$ cat src/rtl/rsa_bytes_to_words_if.sv
// Handshake/bus bundle between the byte FIFO, the unpacker and the RSA core.
interface rsa_bytes_to_words_if;
  logic [7:0]  data_in;
  logic        rdreq_in;
  logic [31:0] key;
  logic [31:0] mod;
  logic [31:0] plaintext;
  logic        rdreq_out;
  logic        empty;
  logic        done;

  modport master (
    output data_in, rdreq_in,
    input  key, mod, plaintext, rdreq_out, empty, done
  );

  modport slave (
    input  data_in, rdreq_in,
    output key, mod, plaintext, rdreq_out, empty, done
  );
endinterface

$ cat src/rtl/rsa_bytes_to_words.sv
// Pops 12 bytes from a non-show-ahead FIFO and presents key/mod/plaintext words.
// Define LSB_FIRST_EN to place the first byte of each word in bits [7:0].
module rsa_bytes_to_words #(
  parameter int READ_LATENCY = 1,
  parameter int NUM_BYTES    = 12
) (
  input logic                  clock,
  input logic                  reset,
  rsa_bytes_to_words_if.slave  bus
);
  localparam int SR_W = NUM_BYTES * 8;

  typedef enum logic [1:0] {S_IDLE, S_REQ, S_WAIT, S_DONE} state_t;

  state_t          state;
  logic [3:0]      count;
  logic [2:0]      wcnt;
  logic [SR_W-1:0] shift_reg;
  logic [SR_W-1:0] shift_nxt;

  assign shift_nxt = {shift_reg[SR_W-9:0], bus.data_in};

  function automatic logic [31:0] word_order(input logic [31:0] w);
`ifdef LSB_FIRST_EN
    return {w[7:0], w[15:8], w[23:16], w[31:24]};
`else
    return w;
`endif
  endfunction

  always_ff @(posedge clock or negedge reset) begin
    if (!reset) begin
      state         <= S_IDLE;
      count         <= '0;
      wcnt          <= '0;
      shift_reg     <= '0;
      bus.rdreq_out <= 1'b0;
      bus.done      <= 1'b0;
      bus.empty     <= 1'b1;
      bus.key       <= '0;
      bus.mod       <= '0;
      bus.plaintext <= '0;
    end else begin
      case (state)
        S_IDLE: if (bus.rdreq_in) begin
          state         <= S_REQ;
          bus.rdreq_out <= 1'b1;
          bus.empty     <= 1'b0;
          count         <= '0;
        end
        S_REQ: begin
          state         <= S_WAIT;
          bus.rdreq_out <= 1'b0;
          wcnt          <= '0;
        end
        S_WAIT: begin
          if (wcnt == 3'(READ_LATENCY - 1)) begin
            shift_reg <= shift_nxt;
            count     <= count + 4'd1;
            // Load from the next-state shift value so the last byte lands with done.
            if (count == 4'(NUM_BYTES - 1)) begin
              bus.key       <= word_order(shift_nxt[95:64]);
              bus.mod       <= word_order(shift_nxt[63:32]);
              bus.plaintext <= word_order(shift_nxt[31:0]);
              bus.done      <= 1'b1;
              state         <= S_DONE;
            end else begin
              bus.rdreq_out <= 1'b1;
              state         <= S_REQ;
            end
          end else begin
            wcnt <= wcnt + 3'd1;
          end
        end
        S_DONE: if (bus.rdreq_in) begin
          // Old words stay visible until the new set loads.
          state         <= S_REQ;
          bus.rdreq_out <= 1'b1;
          bus.done      <= 1'b0;
          count         <= '0;
        end
        default: state <= S_IDLE;
      endcase
    end
  end
endmodule

$ cat src/flat_wrapper.sv
// flat-port wrapper written by rule: the top's interface ports become plain ports
module rsa_bytes_to_words_flat 
#(
  parameter int READ_LATENCY = 1,
  parameter int NUM_BYTES    = 12
)
  (clock, reset, bus_data_in, bus_rdreq_in, bus_key, bus_mod, bus_plaintext, bus_rdreq_out, bus_empty, bus_done);
  rsa_bytes_to_words_if bus_i ();
  input logic clock;
  input logic reset;
  input wire logic [$bits(bus_i.data_in)-1:0] bus_data_in;
  input wire logic [$bits(bus_i.rdreq_in)-1:0] bus_rdreq_in;
  output wire logic [$bits(bus_i.key)-1:0] bus_key;
  output wire logic [$bits(bus_i.mod)-1:0] bus_mod;
  output wire logic [$bits(bus_i.plaintext)-1:0] bus_plaintext;
  output wire logic [$bits(bus_i.rdreq_out)-1:0] bus_rdreq_out;
  output wire logic [$bits(bus_i.empty)-1:0] bus_empty;
  output wire logic [$bits(bus_i.done)-1:0] bus_done;
  assign bus_i.data_in = bus_data_in;
  assign bus_i.rdreq_in = bus_rdreq_in;
  assign bus_key = bus_i.key;
  assign bus_mod = bus_i.mod;
  assign bus_plaintext = bus_i.plaintext;
  assign bus_rdreq_out = bus_i.rdreq_out;
  assign bus_empty = bus_i.empty;
  assign bus_done = bus_i.done;
  rsa_bytes_to_words #(.READ_LATENCY(READ_LATENCY), .NUM_BYTES(NUM_BYTES)) u_core (.clock(clock), .reset(reset), .bus(bus_i));
endmodule
$ cat config.mk
export PLATFORM = sky130hd
export DESIGN_NAME = rsa_bytes_to_words_flat
export DESIGN_NICKNAME = d
export VERILOG_FILES = /design/src/rtl/rsa_bytes_to_words_if.sv /design/src/rtl/rsa_bytes_to_words.sv /design/src/flat_wrapper.sv
export SDC_FILE = /design/constraint.sdc
export NUM_CORES = 1
export LEC_CHECK = 0
export BUFFER_PORTS_ARGS = -buffer_cell sky130_fd_sc_hd__buf_2
export CORE_UTILIZATION = 56
export DETAILED_ROUTE_END_ITERATION = 16
export PLACE_DENSITY = 0.88
export REMOVE_ABC_BUFFERS = 1
export SETUP_SLACK_MARGIN = 0.5
export SYNTH_ARGS = -nofsm -noshare
export SYNTH_HDL_FRONTEND = slang
export SYNTH_SLANG_ARGS = --single-unit
$ cat constraint.sdc
create_clock -name clock -period 2.4 [get_ports clock]
set_input_delay 0.48 -clock clock [delete_from_list [all_inputs] [get_ports clock]]
set_output_delay 0.48 -clock clock [all_outputs]
set_load 0.01 [all_outputs]
After elaboration in Yosys (flattened, before gate mapping)
Index checks and enable logic that the tools add are counted.
{"block": "op_classes", "addsub": 2, "multipliers": 0, "n_div": 0, "n_lt_le_gt_ge": 0, "eq_ne": 10, "shifts": 0, "muxes": 17, "bitwise_logic": 0, "n_reduce_logical": 14}
{"operator": "$reduce_and A3 Y1", "count": 3}
{"operator": "$mux W4", "count": 2}
{"operator": "$pmux W4 S2", "count": 1}
{"operator": "$reduce_and A2 Y1", "count": 4}
{"operator": "$mux W1", "count": 6}
{"operator": "$mux W2", "count": 3}
{"operator": "$ne A2 B1 Y1 const B", "count": 3}
{"operator": "$ne A2 B2 Y1 const B", "count": 3}
{"operator": "$pmux W2 S3", "count": 1}
{"operator": "$pmux W3 S2", "count": 1}
{"operator": "$reduce_bool A2 Y1", "count": 3}
{"operator": "$add A4 B1 Y4 const B", "count": 1}
{"operator": "$eq A2 B2 Y1 const B", "count": 2}
{"operator": "$eq A4 B4 Y1 const B", "count": 1}
{"operator": "$reduce_and A4 Y1", "count": 1}
{"operator": "$add A3 B1 Y3 const B", "count": 1}
{"operator": "$logic_not A3 Y1", "count": 1}
{"operator": "$mux W3", "count": 1}
{"operator": "$pmux W1 S3", "count": 1}
{"operator": "$eq A2 B1 Y1 const B", "count": 1}
{"operator": "$logic_not A2 Y1", "count": 1}
{"operator": "$pmux W1 S2", "count": 1}
{"operator": "$reduce_or A2 Y1", "count": 1}
{"block": "word_totals", "ff_bits": 196, "latch_bits": 0, "ram_bits": 0, "rom_bits": 0, "inputBits": 11, "out_inout_bits": 99, "elab_cells": 53, "n_memories": 0}

Longest topological paths before layout
Gate-level depths: netlist (run 1).
{"block": "logic_depth", "depth_word": 4, "ltp_mapped": 9, "mapped_depth_nobuf": 6}

Least setup slack after synthesis (run 1)
OpenSTA, ideal clock, no wires.
{"block": "synth_timing", "path_kind": "register -> register", "start": "register u_core.state[0]", "end": "register u_core.bus.mod[13]", "arrival_time_ps": 1781, "t_required_ps": 2275, "setup_slack_ps": 494, "path_stages_with_launch": 9, "period_less_slack_ps": 1906, "cell_sequence": "dfrtp_1 -> inv_1 -> ha_1 -> buf_2 -> nand4b_1 -> nor2_2 -> buf_4 -> buf_4 -> mux2_2"}
{"block": "synth_via", "elab_chain_cells": 2}
{"item": "start: declaration", "line": "rsa_bytes_to_words.sv:15", "text": "state_t state;"}
{"item": "start signal: assignment", "line": "rsa_bytes_to_words.sv:33", "text": "state <= S_IDLE;"}
{"item": "start signal: assignment", "line": "rsa_bytes_to_words.sv:46", "text": "state <= S_REQ;"}
{"item": "start signal: assignment", "line": "rsa_bytes_to_words.sv:52", "text": "state <= S_WAIT;"}
{"item": "$eq A2 B2 Y1", "line": "rsa_bytes_to_words.sv:44", "text": "case (state)"}
{"item": "$reduce_and A3 Y1 (no line)"}
{"item": "end signal: assignment", "line": "rsa_bytes_to_words.sv:63", "text": "bus.mod <= word_order(shift_nxt[63:32]);"}
{"item": "end: declaration", "line": "rsa_bytes_to_words_if.sv:19", "text": "output key, mod, plaintext, rdreq_out, empty, done"}
Every way passes these cells.
A chain may end at the register's enable or synchronous reset.

Worst setup path after layout (run 1)
{"block": "layout_timing", "start": "register u_core.state[0]", "end": "register u_core.bus.mod[3]"}
Same word-level chain as after synthesis.

==> results.cfg, run 1 <==
[clocking]
tritoncts_num_sinks = 196
cts.hold.buffers_added = 0
tritoncts_clock_tree = built
number_of_buffers_on_the_longest_clock_path = 2
worst_skew_pair.late_latency_ps = 430
cts.htree.levels = 4
clkTransAtPathRegs_ps = 60
clock_root_buffer = clkbuf_16
numCtsBuffers = 17

[cells_and_area]
largest_register_ff_count = 88
flow.area_growth_from_synthesis_pct = 22.3
filler_cell_count = 939
final_net_count = 793
finalCoreUtilization_pct = 71.5
final_layout_size_suffix_gt1_share_pct = 35.2
antenna_cells = 0

[timing]
tightest_slew_ps = 569
worst_slew_margin_relative_to_its_limit_pct = 62.1
report.final.setup_viol = 0
totalNegativeSetupSlack_ps = 0
unrepaired_setup_endpoints_after_global_routing = yes
hold_viol_final = 0
report.final.slew_viol_count = 0
whs_ps = 54.6
timing.fmax_ghz = 0.535
timing.final.crit_share_pct = 77.9
clock_skew_ps = 6.99
period_needed_ps = 1870

[global_routing]
grt_use_total_pct = 23.5
overflow = 0
first_global_vias = 5108
wire_length_of_the_first_global_routing_pass_mm = 25.5
grt_start_max_net_pins = 72
antenna_found_initial = 0

[synthesis]
synth_commonest_cells = nand2_1 (271), dfrtp_1 (195), mux2_2 (97)
yosysMostFrequentCell = nand2_1
synth_largest_type_area_fraction_pct = 65.1
avgSynthCellArea_um2 = 11.7
yosys_register_bits = 196
synth_edf_count = 0
synth_cell_area_mm2 = 0.00750
post_synthesis_async_set_or_reset_flop_share_pct = 100
yosysWarningCount = 0
post-synth-top-area-cell = dfrtp_1
ys_seq_area_share_pct = 65.4
netlist_instances = 642
ys_types = 29
dominantRegCellSynth = dfrtp_1
biggest_area_contributors_in_the_synthesized_netlist = dfrtp_1 (65%), mux2_2 (15%), nand2_1 (14%), ha_1 (1.3%), clkbuf_1 (0.75%)

[routing]
routedWlPerCell_um = 16.6
drt_first_pass_iters = 4
ratio_of_routed_vias_to_standard_cells = 5.23
dr.first_iter.drc_count = 328
antenna_left = 0
num_vias = 5010
drc_errors = 0
route.final.wire_length_mm = 15.9

[power_and_ir_drop]
power.density_mw_per_mm2 = 961
p_total_mw = 8.81
p_leak_nw = 5.14
worst_ir_drop_vdd_mv = 0.531

[floorplan]
die_area_mm2 = 0.0139
placeableCoreArea_mm2 = 0.0128
effective_utilization_at_floorplan_pct = 58.5
design.portCount = 110
dieHeight_um = 118
die-width_um = 118
core.rowCount = 41

[job]
cap_violations = 0

[placement]
place_hpwl_mm = 9.04
port_buffers = 109
final_weighted_congestion_in_routability_driven_placement = 0.769

[hold_path]
hold_class = primary input to async pin

[run_status]
status = complete, no violations

[setup_path]
ff2ff_setup_slack_ps = 530
reg2reg_depth = 7
worstPathMaxFanout = 6
worstSetupEndpointType = flop
cp-start-kind = flop
worst_r2r_startpoint = u_core.state[0]$_DFFE_PN0P_
destination_of_the_worst_register_to_register_timing_path = u_core.bus.mod[3]$_DFFE_PN0P_
critPathArrivalTime_ps = 2180
critPathRequiredTime_ps = 2710
type_of_the_setup_path_with_the_least_slack = flop to flop
-- worst max-delay path, stage by stage, from the launching register on --
cell	delay, ps
dfrtp_1	400
inv_2	110
ha_4	160
nand4b_1	180
nor2_4	230
buf_6	180
clkbuf_16	160
mux2_2	340
-- per-layer routing --
layer  vias up  global-route usage (%)  wire (µm)
met5         -                       0          0
met2       138                    38.4       8090
met3        26                    5.57        636
li1       2332                       -          -
met4         0                    8.73        288
met1      2514                    30.7       6890
-- repair_timing --
action                                  CTS  global route
resized for setup                         7             6
cloned                                    2             6
buffers inserted                          8             5
endpoints found under the setup margin  100            81
pin swaps                                 3             3
-- cell type report --
| cell class | count | area (µm²) | share of cell area, % |
|---|---|---|---|
| sequential | 196 | 4910 | 53.5 |
| multi-input combinational | 410 | 2480 | 27.0 |
| timing repair buffer | 143 | 1030 | 11.2 |
| clock buffer | 23 | 468 | 5.10 |
| tap | 172 | 215 | 2.35 |
| clock inverter | 8 | 52.6 | 0.573 |
| inverter | 6 | 22.5 | 0.246 |
-- report_power, final --
group | internal, mW | switching [mW] | total (mW)
registers | 3.96 | 0.478 | 4.44
logic | 0.698 | 1.14 | 1.84
clock network | 1.37 | 1.16 | 2.53
-- logic make-up (layout without fill, tap and decap cells) --
| family | Yosys count | in the layout | synth area share (%) |
|---|---|---|---|
| flops | 196 | 196 | 65.4 |
| mux | 99 | 99 | 14.8 |
| fa+ha+maj | 8 | 8 | 1.33 |
| simple gates | 288 | 288 | 15.0 |
| compound gates | 15 | 15 | 1.33 |
| buf+inv | 36 | 180 | 2.13 |
-- layout by cell type, fill, tap and decap left out, types with 2 or more instances in the layout --
cell,synthesis,final
a21oi_1,2,2
buf_12,0,6
buf_16,0,2
buf_2,11,108
buf_4,3,17
buf_6,0,4
clkbuf_1,15,4
clkbuf_16,0,22
clkbuf_8,0,3
clkinv_2,0,4
clkinvlp_4,0,2
dfrtp_1,195,194
ha_1,8,5
ha_4,0,2
inv_1,6,4
inv_2,0,2
mux2_2,97,96
mux2i_1,2,2
nand2_1,271,271
nand3_1,3,3
nor2_1,5,4
nor2_4,0,2
nor2b_1,3,3
o21ai_0,5,5
o31ai_1,2,2
-- worst max path at each step --
| stage | start | endpoint | slack [ps] | depth (start not counted) |
|---|---|---|---|---|
| global placement | u_core.state[0]$_DFFE_PN0P_ | u_core.bus.mod[9]$_DFFE_PN0P_ | 420 | 6 |
| detailed placement | u_core.state[0]$_DFFE_PN0P_ | u_core.bus.mod[14]$_DFFE_PN0P_ | 310 | 6 |
| finish | u_core.state[0]$_DFFE_PN0P_ | u_core.bus.mod[3]$_DFFE_PN0P_ | 530 | 7 |
| CTS | u_core.state[0]$_DFFE_PN0P_ | u_core.bus.key[10]$_DFFE_PN0P_ | 490 | 7 |
| floorplan | u_core.state[0]$_DFFE_PN0P_ | u_core.count[0]$_DFFE_PN0P_ | -1690 | 6 |
| global route | u_core.state[0]$_DFFE_PN0P_ | u_core.bus.mod[3]$_DFFE_PN0P_ | 480 | 7 |
-- per-stage QoR --
step                setup WS (ps)  instance area (µm²)  std cells
global route                  485                 9170        958
floorplan                   -1690                 7360        612
detailed placement            307                 8310        906
finish                        531                 9170        958
CTS                           494                 8980        947
global placement              422                 8310        906
Power figures use the tool's default switching activity.
==> run 2: changes to the inputs <==
==> constraint.sdc (replaced) <==
create_clock -name clock -period 1.8 [get_ports clock]
set_input_delay 0.36 -clock clock [delete_from_list [all_inputs] [get_ports clock]]
set_output_delay 0.36 -clock clock [all_outputs]
set_load 0.01 [all_outputs]
==> run 2 against run 1 <==
  * The run now ends with negative setup slack left
  * Flip-flop and latch count did not move
  * Non-clock buffer count rose by 31
  * Largest power group unchanged
  * Global-route usage rose by 1.2 points
==> results.cfg, run 2 (synthesis gave the netlist of run 1 again) <==
[cells_and_area]
antenna_cells = 0
flow.area_growth_from_synthesis_pct = 36.0
most_used_cells_in_the_layout_excluding_fill_and_tap_cells = nand2_1 (248), dfrtp_1 (195), buf_2 (107)
final_layout_size_suffix_gt1_share_pct = 41.1
finalCoreUtilization_pct = 79.5
largest_register_ff_count = 88
layout_commonest_cell = nand2_1
final_net_count = 824

[clocking]
clkTransAtPathRegs_ps = 80
cts.htree.levels = 4
number_of_buffers_on_the_longest_clock_path = 2
worst_skew_pair.late_latency_ps = 440
tritoncts_clock_tree = built
clock_root_buffer = clkbuf_16
numCtsBuffers = 17
tritoncts_num_sinks = 196

[setup_path]
path_common_cell = buf_12
worstPathMaxFanout = 18
peak_per_stage_delay_on_the_critical_path_ps = 400
cp-start-kind = flop
destination_of_the_worst_register_to_register_timing_path = u_core.bus.key[24]$_DFFE_PN0P_
ff2ff_setup_slack_ps = -90
type_of_the_setup_path_with_the_least_slack = flop to flop
critPathRequiredTime_ps = 2120
critPathArrivalTime_ps = 2210
timing.critical_path.max_delay_family = buffers and inverters
reg2reg_depth = 7
cp_cell_sequence = inv_2 -> ha_4 -> nand4b_1 -> nor2_4 -> buf_12 -> buf_12 -> mux2_2
worst_path_max_delay_cell = dfrtp_1
path_buf_inv = 3
worst_r2r_startpoint = u_core.state[0]$_DFFE_PN0P_
worstSetupEndpointType = flop

[timing]
tightest_slew_ps = 360
timing.fmax_ghz = 0.529
unrepaired_setup_endpoints_after_global_routing = yes
totalNegativeSetupSlack_ps = -4140
report.final.setup_viol = 106
clock_skew_ps = 13.7
whs_ps = 134
worst_slew_margin_relative_to_its_limit_pct = 76.0
period_needed_ps = 1890
hold_viol_final = 0
report.final.slew_viol_count = 0
setup_slack_ps = -88.8
timing.final.crit_share_pct = 105

[routing]
route.final.wire_length_mm = 19.9
dr.first_iter.drc_count = 337
antenna_left = 0
drt_first_pass_iters = 5
ratio_of_routed_vias_to_standard_cells = 5.50
routedWlPerCell_um = 20.1
num_vias = 5441
drc_errors = 0

[floorplan]
die-width_um = 118
die_area_mm2 = 0.0139
placeableCoreArea_mm2 = 0.0128
dieHeight_um = 118
core.rowCount = 41
design.portCount = 110
effective_utilization_at_floorplan_pct = 58.5

[placement]
place_hpwl_mm = 9.19
final_weighted_congestion_in_routability_driven_placement = 0.769
port_buffers = 109

[hold_path]
hold_path_end = u_core.bus.empty$_DFFE_PN1P_
hold_path_cell_cnt = 2
hold_class = primary input to flop
hold_start = bus_rdreq_in

[run_status]
status = finished with violations
failing_checks = negative setup slack

[power_and_ir_drop]
power.density_mw_per_mm2 = 1340
p_leak_nw = 5.54
worst_ir_drop_vdd_mv = 0.764

[job]
cap_violations = 0

[global_routing]
overflow = 0
antenna_found_initial = 0
first_global_vias = 5300
wire_length_of_the_first_global_routing_pass_mm = 26.8
grt_use_total_pct = 24.7
grt_start_max_net_pins = 54
run 2: changes by cell type in the layout (fill, tap and decap cells not counted), sizes merged:
cell         delta
clkinvlp        +4
clkinv          -2
dlygate4sd3     +1
clkbuf          +3
bufinv          +1
buf            +25
run 2: how the worst max path moves through the flow:
| stage | cells past startpoint | endpoint | start |
|---|---|---|---|
| 2_1_floorplan | 6 | u_core.count[0]$_DFFE_PN0P_ | u_core.state[0]$_DFFE_PN0P_ |
| 3_3_place_gp | 6 | u_core.bus.plaintext[25]$_DFFE_PN0P_ | u_core.state[0]$_DFFE_PN0P_ |
| 3_5_place_dp | 6 | u_core.bus.mod[9]$_DFFE_PN0P_ | u_core.wcnt[1]$_DFFE_PN0P_ |
| 4_1_cts | 6 | u_core.count[3]$_DFFE_PN0P_ | u_core.state[1]$_DFFE_PN0P_ |
| 5_1_grt | 7 | u_core.bus.key[24]$_DFFE_PN0P_ | u_core.state[0]$_DFFE_PN0P_ |
| 6_report | 7 | u_core.bus.key[24]$_DFFE_PN0P_ | u_core.state[0]$_DFFE_PN0P_ |
run 2: area by class of cell:
cell class                 count  area [µm²]
tap                          172         215
clock buffer                  21         460
inverter                       6        27.5
multi-input combinational    410        2830
sequential                   196        4910
timing repair buffer         174        1650
clock inverter                11         103
fill                         713        2630
run 2: where the power goes:
| group | leakage [nW] | internal [mW] | switching [mW] |
|---|---|---|---|
| Clock | 0.258 | 1.98 | 1.66 |
| Combinational | 2.63 | 1.97 | 2.08 |
| Sequential | 2.65 | 5.28 | 0.729 |
run 2: timing repair:
item                                    4_1_cts  5_1_grt
hold buffers                                  1        0
endpoints found under the hold margin        34        0
resized for setup                            26      115
buffers inserted                             12       12
pin swaps                                     2       20
endpoints found under the setup margin      293      293
gates cloned                                  7       13
run 2: metrics by stage:
stage                     std cells  setup slack [ps]  total power [mW]  cell area, µm²
final                           990             -88.8              13.7           10200
after global routing            990              -124              14.3           10200
after CTS                       965             -20.0              12.5            9400
after detailed placement        913             -36.6              8.32            8400
after global placement          913              26.0              8.11            8400
after floorplan                 612             -2290              7.28            7360
run 2: metal layers:
| metal | up-vias | wire (µm) | global-route usage [%] |
|---|---|---|---|
| li1 | 2398 | - | - |
| met1 | 2785 | 7920 | 31.4 |
| met2 | 202 | 10100 | 41.3 |
| met3 | 56 | 1030 | 5.38 |
| met4 | 0 | 774 | 9.94 |
| met5 | - | 0 | 0 |
run 2: worst reg2reg max path, delay by kind of cell (launching register included):
kind,cells,cell delay [ps]
multiplexers,1,400
adder cells (fa/ha/maj),1,150
AND/OR/NAND/NOR,2,350
flip-flops,1,400
buffers and inverters,3,490
